**config.mk**
```make
export PLATFORM = sky130hd
export DESIGN_NAME = pd_rx_protocol
export DESIGN_NICKNAME = d
export VERILOG_FILES = /design/src/rtl/pd_pkg.sv /design/src/rtl/pd_msgid_table.sv /design/src/rtl/pd_rx_protocol.sv
export SDC_FILE = /design/constraint.sdc
export NUM_CORES = 1
export LEC_CHECK = 0
export CORE_ASPECT_RATIO = 0.9
export CORE_UTILIZATION = 36
export CTS_CLUSTER_SIZE = 25
export DETAILED_ROUTE_END_ITERATION = 7
export PLACE_DENSITY = 0.73
export SETUP_SLACK_MARGIN = 0.4
export SLEW_MARGIN = 20
export SYNTH_ARGS = -nofsm -noshare
export SYNTH_HDL_FRONTEND = slang
export SYNTH_HIERARCHICAL = 1
export SYNTH_SLANG_ARGS = --single-unit
```
**constraint.sdc**
```tcl
create_clock -name Clock -period 3.1 [get_ports Clock]
set_input_delay 0.775 -clock Clock [delete_from_list [all_inputs] [get_ports Clock]]
set_output_delay 0.775 -clock Clock [all_outputs]
set_load 0.01 [all_outputs]
```
**src/rtl/pd_pkg.sv**
```systemverilog
// Shared USB-PD protocol definitions: state encodings, message types, frame types
// and header field positions used by the receiver and transmitter.
package pd_pkg;

   typedef enum logic [5:0] {
      ST_IDLE         = 6'b000001,
      ST_CHECK_TYPE   = 6'b000010,
      ST_WAIT_GOODCRC = 6'b000100,
      ST_CHECK_ID     = 6'b001000,
      ST_STORE        = 6'b010000,
      ST_HARD_RESET   = 6'b100000
   } rxState_t;

   localparam logic [4:0] MSG_GOODCRC    = 5'h01;
   localparam logic [4:0] MSG_SOFT_RESET = 5'h0D;

   localparam logic [2:0] FRAME_SOP    = 3'd0;
   localparam logic [2:0] FRAME_SOP_P  = 3'd1;
   localparam logic [2:0] FRAME_SOP_PP = 3'd2;
   localparam int         NUM_FRAME_TYPES = 3;

   // Bit positions inside the 240-bit message: header high byte at 239:232, low byte at 231:224
   localparam int HDR_HI_POS   = 232;
   localparam int MSGTYPE_POS  = 224;
   localparam int MSGID_POS    = 233;
   localparam int NDO_POS      = 236;

   function automatic logic isControlMsg(input logic [4:0] msgType,
                                         input logic [2:0] ndo,
                                         input logic [4:0] target);
      return (msgType == target) && (ndo == 3'd0);
   endfunction

endpackage

```
**src/rtl/pd_msgid_table.sv**
```systemverilog
// Last accepted MessageID per frame type (SOP, SOP', SOP''), with valid flags used
// for duplicate detection.
module pd_msgid_table
   import pd_pkg::*;
(
   input  logic       Clock,
   input  logic       Reset,
   input  logic [1:0] i_lookupType,
   output logic       o_idValid,
   output logic [2:0] o_storedId,
   input  logic       i_update,
   input  logic [1:0] i_updateType,
   input  logic [2:0] i_updateId,
   input  logic       i_clearAll,
   input  logic       i_clearOthers
);

   logic [NUM_FRAME_TYPES-1:0] r_valid;
   logic [2:0]                 r_storedId [NUM_FRAME_TYPES];

   // Clear-all beats an update; a Soft Reset update also invalidates the other entries
   always_ff @(posedge Clock) begin
      if (Reset) begin
         r_valid <= '0;
         for (int i = 0; i < NUM_FRAME_TYPES; i++) r_storedId[i] <= 3'd0;
      end else if (i_clearAll) begin
         r_valid <= '0;
      end else if (i_update) begin
         for (int i = 0; i < NUM_FRAME_TYPES; i++) begin
            if (i_updateType == 2'(i)) begin
               r_valid[i]    <= 1'b1;
               r_storedId[i] <= i_updateId;
            end else if (i_clearOthers) begin
               r_valid[i] <= 1'b0;
            end
         end
      end
   end

   always_comb begin
      o_idValid  = 1'b0;
      o_storedId = 3'd0;
      for (int i = 0; i < NUM_FRAME_TYPES; i++) begin
         if (i_lookupType == 2'(i)) begin
            o_idValid  = r_valid[i];
            o_storedId = r_storedId[i];
         end
      end
   end

endmodule

```
**src/rtl/pd_rx_protocol.sv**
```systemverilog
// USB-PD protocol-layer receiver: filters frames, answers with GoodCRC requests,
// drops duplicates by MessageID and raises sticky alerts.
module pd_rx_protocol
   import pd_pkg::*;
#(
   parameter int GOODCRC_TIMEOUT = 15
) (
   input  logic         Clock,
   input  logic         Reset,
   input  logic [7:0]   RECEIVE_DETECT,
   input  logic         PhyMessageValid,
   input  logic [239:0] PHY_RX_DATA,
   input  logic [2:0]   PHY_RX_FRAME_TYPE,
   input  logic         PhyHardReset,
   input  logic         GoodCRCSent,
   input  logic [2:0]   ALERT_CLEAR,
   output logic         GoodCRCRequest,
   output logic [2:0]   GOODCRC_MESSAGE_ID,
   output logic [2:0]   GOODCRC_FRAME_TYPE,
   output logic         GoodCRCResponse,
   output logic [7:0]   RX_BUF_HEADER_BYTE_1,
   output logic [7:0]   RX_BUF_FRAME_TYPE,
   output logic [239:0] RECEIVE_DATA_OUTPUT,
   output logic [2:0]   RECEIVE_FRAME_TYPE,
   output logic         Alert_ReceivedMessage,
   output logic         Alert_ReceivedHardReset,
   output logic         Alert_RxOverflow
);

   localparam logic [7:0] TIMEOUT_LIMIT = 8'(GOODCRC_TIMEOUT);

   rxState_t     r_state;
   logic [239:0] r_capData;
   logic [2:0]   r_capType;
   logic [7:0]   r_count;

   logic [4:0] w_msgType;
   logic [2:0] w_msgId;
   logic [2:0] w_ndo;
   logic       w_isGoodCrc;
   logic       w_isSoftReset;
   logic       w_frameAccept;
   logic       w_idValid;
   logic [2:0] w_storedId;
   logic       w_duplicate;
   logic       w_tableUpdate;
   logic [7:0] w_countNext;

   assign w_msgType     = r_capData[MSGTYPE_POS +: 5];
   assign w_msgId       = r_capData[MSGID_POS +: 3];
   assign w_ndo         = r_capData[NDO_POS +: 3];
   assign w_isGoodCrc   = isControlMsg(w_msgType, w_ndo, MSG_GOODCRC);
   assign w_isSoftReset = isControlMsg(w_msgType, w_ndo, MSG_SOFT_RESET);
   assign w_frameAccept = PhyMessageValid && (PHY_RX_FRAME_TYPE <= FRAME_SOP_PP)
                          && RECEIVE_DETECT[PHY_RX_FRAME_TYPE];
   assign w_duplicate   = w_idValid && (w_storedId == w_msgId) && !w_isSoftReset;
   assign w_tableUpdate = (r_state == ST_CHECK_ID) && !w_duplicate && !PhyHardReset;
   assign w_countNext   = r_count + 8'd1;

   pd_msgid_table u_msgIdTable (
      .Clock         (Clock),
      .Reset         (Reset),
      .i_lookupType  (r_capType[1:0]),
      .o_idValid     (w_idValid),
      .o_storedId    (w_storedId),
      .i_update      (w_tableUpdate),
      .i_updateType  (r_capType[1:0]),
      .i_updateId    (w_msgId),
      .i_clearAll    (PhyHardReset),
      .i_clearOthers (w_tableUpdate && w_isSoftReset)
   );

   // Outputs are registered on entry to the state that owns them, which keeps the
   // strobe-to-request and sent-to-alert latencies at two cycles.
   always_ff @(posedge Clock) begin
      if (Reset) begin
         r_state                 <= ST_IDLE;
         r_capData               <= '0;
         r_capType               <= 3'd0;
         r_count                 <= 8'd0;
         GoodCRCRequest          <= 1'b0;
         GOODCRC_MESSAGE_ID      <= 3'd0;
         GOODCRC_FRAME_TYPE      <= 3'd0;
         GoodCRCResponse         <= 1'b0;
         RX_BUF_HEADER_BYTE_1    <= 8'd0;
         RX_BUF_FRAME_TYPE       <= 8'd0;
         RECEIVE_DATA_OUTPUT     <= '0;
         RECEIVE_FRAME_TYPE      <= 3'd0;
         Alert_ReceivedMessage   <= 1'b0;
         Alert_ReceivedHardReset <= 1'b0;
         Alert_RxOverflow        <= 1'b0;
      end else begin
         GoodCRCResponse         <= 1'b0;
         Alert_ReceivedMessage   <= Alert_ReceivedMessage & ~ALERT_CLEAR[0];
         Alert_ReceivedHardReset <= Alert_ReceivedHardReset & ~ALERT_CLEAR[1];
         Alert_RxOverflow        <= Alert_RxOverflow & ~ALERT_CLEAR[2];
         if (PhyHardReset) begin
            r_state                 <= ST_HARD_RESET;
            GoodCRCRequest          <= 1'b0;
            Alert_ReceivedHardReset <= 1'b1;
         end else begin
            case (r_state)
               ST_IDLE: begin
                  if (w_frameAccept) begin
                     r_capData <= PHY_RX_DATA;
                     r_capType <= PHY_RX_FRAME_TYPE;
                     r_state   <= ST_CHECK_TYPE;
                  end
               end
               ST_CHECK_TYPE: begin
                  if (w_isGoodCrc) begin
                     GoodCRCResponse      <= 1'b1;
                     RX_BUF_HEADER_BYTE_1 <= r_capData[HDR_HI_POS +: 8];
                     RX_BUF_FRAME_TYPE    <= {5'd0, r_capType};
                     r_state              <= ST_IDLE;
                  end else if (Alert_ReceivedMessage) begin
                     Alert_RxOverflow <= 1'b1;
                     r_state          <= ST_IDLE;
                  end else begin
                     r_count            <= 8'd0;
                     GoodCRCRequest     <= 1'b1;
                     GOODCRC_MESSAGE_ID <= w_msgId;
                     GOODCRC_FRAME_TYPE <= r_capType;
                     r_state            <= ST_WAIT_GOODCRC;
                  end
               end
               ST_WAIT_GOODCRC: begin
                  r_count <= w_countNext;
                  if (GoodCRCSent) begin
                     GoodCRCRequest <= 1'b0;
                     r_state        <= ST_CHECK_ID;
                  end else if (w_countNext == TIMEOUT_LIMIT) begin
                     GoodCRCRequest <= 1'b0;
                     r_state        <= ST_IDLE;
                  end
               end
               ST_CHECK_ID: begin
                  if (w_duplicate) begin
                     r_state <= ST_IDLE;
                  end else begin
                     RECEIVE_DATA_OUTPUT   <= r_capData;
                     RECEIVE_FRAME_TYPE    <= r_capType;
                     Alert_ReceivedMessage <= 1'b1;
                     r_state               <= ST_STORE;
                  end
               end
               ST_STORE:      r_state <= ST_IDLE;
               ST_HARD_RESET: r_state <= ST_IDLE;
               default:       r_state <= ST_IDLE;
            endcase
         end
      end
   end

endmodule

```
==> impl_metrics.json <==
{
  "initial_core_util_pct": 36.64,
  "final_max_slew_viol_count": 0,
  "synth_seq_cells": 534,
  "cts_buffer_depth": 3,
  "synthTopCellsByArea": "dfxtp_1 55%, mux2i_1 13%, nand2_1 10%",
  "p_leak_nw": 9.034,
  "via_per_inst": 4.802,
  "tns_ns": 0,
  "maxSlewHeadroom_pct": 56.80,
  "clock_latency_ns": 0.59,
  "final.setup_skew_ns": 0.01648,
  "drt_iter0_drc": 799,
  "grt_max_degree": 116,
  "antenna-diode-count": 0,
  "vias": 15860,
  "setup_ws_ns": 0.5248,
  "grt_overflow": 0,
  "crit_type": "flip-flop to flip-flop",
  "synth_area_sq_um": 19050,
  "cap_violations": 0,
  "end_kind": "flip-flop",
  "hold_buffers": 0,
  "antenna_found_initial": 2,
  "routed_wirelength_um": 52550,
  "vdd_ir_drop_max_v": 0.0004265,
  "die-area_sq_um": 53840,
  "hold_viol": 0,
  "ios": 529,
  "clock-root-buffer": "clkbuf_16",
  "grt_pass1_wl_um": 81510,
  "cts_buffers": 52,
  "grt_usage_pct": 18.54,
  "place_ws_ns": 0.2116,
  "syn_inst": 2085,
  "fmax_mhz": 388.3,
  "synth-main-ff-cell": "dfxtp_1",
  "syn_avg_cell_area_sq_um": 9.137,
  "remaining_drc_errors": 0,
  "hp-class": "flip-flop to flip-flop",
  "cts_tree": "built",
  "final_nets": 2833,
  "syn2layout_area_growth_pct": 41.72,
  "crit_path_top_delay_cell": "dfxtp_1",
  "final_cell_mix": "525 x dfxtp_1, 517 x clkdlybuf4s50_1, 511 x nand2_1",
  "wl_per_cell_um": 15.91,
  "rows": 79,
  "antenna_left": 0,
  "port_buffers": 518,
  "synth-async-reset-ratio_pct": 0,
  "die_h_um": 220.2,
  "yosys.area.top_type": "dfxtp_1",
  "yosys_warnings": 6,
  "ys_seq_area_share_pct": 56.59,
  "worst_pin_slew_ns": 0.6480,
  "rsz0062_at_grt": "no",
  "dieWidth_um": 244.5,
  "crit_family": "buffers and inverters",
  "synth_edf_count": 9,
  "netlist.area_leader.share_pct": 55.17,
  "setup_viol": 0,
  "synth_cell_types": 57,
  "post-route-period-util_pct": 83.07,
  "cp_data_required_time_ns": 3.57,
  "arrival_ns": 3.05,
  "layout-drive-gt1-share_pct": 6.195,
  "path_buf_inv": 4,
  "layout_commonest_cell": "dfxtp_1",
  "gp_congestion": 0.8342,
  "cts.htree.levels": 2,
  "power_per_cell_area_nw_per_um2": 521.5,
  "path_cells": "buf_4 -> mux2i_1 -> o2bb2ai_1 -> and4_1 -> a211oi_4 -> buf_4 -> buf_12 -> buf_12 -> mux2i_1 -> nor2_1",
  "core_area_sq_um": 51990,
  "max_stage_delay_ns": 0.46,
  "grt_pass1_vias": 15604,
  "clk_pin_slew_ns": 0.06,
  "hpwlAfterDp_um": 36430,
  "outcome": "finished clean",
  "min_period_ns": 2.575,
  "critPathMaxFanout": 30,
  "startpoint_type": "flip-flop",
  "first_pass_iters": 5,
  "numClockSinks": 534,
  "fin_hold_ws_ns": 0.4521
}
-- routing by layer --
| metal | global-route usage [%] | wire length [um] | up-vias |
|---|---|---|---|
| met5 | 0 | 27 | - |
| met4 | 7.313 | 1777 | 4 |
| met3 | 4.900 | 3901 | 112 |
| met2 | 31.92 | 25330 | 497 |
| met1 | 22.03 | 21520 | 7439 |
| li1 | - | - | 7808 |
-- timing repair --
item,4_1_cts,5_1_grt
hold endpoints to repair,0,0
endpoints found under the setup margin,1,157
gates cloned,0,1
pin swaps,0,1
gates resized for setup,1,1
buffers inserted,0,3
-- final timing paths --
check / start / to / slack (ns) / depth (start not counted)
hold reg to reg: RX_BUF_FRAME_TYPE[1] / RX_BUF_FRAME_TYPE[1] / 0.45 / 2
setup / recovery: r_capType[0] / RECEIVE_DATA_OUTPUT[38] / 0.52 / 10
hold / removal: RX_BUF_FRAME_TYPE[1] / RX_BUF_FRAME_TYPE[1] / 0.45 / 2
setup reg to reg: r_capType[0] / RECEIVE_DATA_OUTPUT[38] / 0.52 / 10
-- stage by stage --
stage                     instance area [sq um]  cells  utilization [%]  total power [mW]
final                                     27000   3303            51.93             14.08
after global routing                      27000   3303            51.93             14.58
after CTS                                 26940   3299            51.82             14.24
after detailed placement                  25140   3202            48.35             7.698
after global placement                    25140   3202            48.35             7.689
after floorplan                           19070   2089                -             7.291
-- where the power goes --
part,switching (mW),leakage (nW),internal (mW)
sequential,0.0233,4.32,6.92
clock,2.64,0.887,3.89
combinational,0.251,3.82,0.354
-- cells by family (layout without fill, tap and decap cells) --
family / count (synthesis) / after routing / share of synthesized area, %
compound gates: 297 / 297 / 8.380
xor+xnor: 4 / 4 / 0.1839
fa+ha+maj: 2 / 2 / 0.1313
buf+inv: 156 / 682 / 3.914
flops: 534 / 534 / 56.59
mux: 254 / 254 / 13.35
other cells: 1 / 5 / 0.01968
simple gates: 837 / 837 / 17.43
-- worst register-to-register path: stages, from the launching register on --
cell and delay (ns):
dfxtp_1 0.46, buf_4 0.24, mux2i_1 0.26, o2bb2ai_1 0.11
and4_1 0.19, a211oi_4 0.22, buf_4 0.16, buf_12 0.20
buf_12 0.28, mux2i_1 0.27, nor2_1 0.07
-- sequential cells by signal, summed over array words and instances, names as in the netlist, 6 cells and up --
| signal | count |
|---|---|
| r_capData | 240 |
| r_state | 6 |
| RECEIVE_DATA_OUTPUT | 240 |
| u_msgIdTable/r_storedId | 9 |
| r_count | 8 |
| RX_BUF_HEADER_BYTE_1 | 8 |
-- cell type report --
cell class / instances / area (sq um)
Inverter: 7 / 26.28
Multi-Input combinational cell: 1399 / 7567
Clock inverter: 16 / 200.2
Tap cell: 688 / 860.8
Clock buffer: 81 / 1603
Fill cell: 4664 / 24990
Timing Repair Buffer: 578 / 5962
Sequential cell: 534 / 10780
-- synth_stat cells (4+ instances only) --
master	instances
nor3_1	5
inv_1	7
nor2b_1	4
nand2b_1	6
buf_4	13
nand3_1	6
o2bb2ai_1	4
mux2i_1	253
buf_6	11
dfxtp_1	525
edfxtp_1	9
or3_1	4
nand2_1	511
buf_2	23
nor2_1	269
a21oi_1	263
nor4_1	4
clkbuf_1	102
and3_1	5
o21a_1	6
xnor2_1	4
and4_1	4
(Power assumes the default switching activity.)
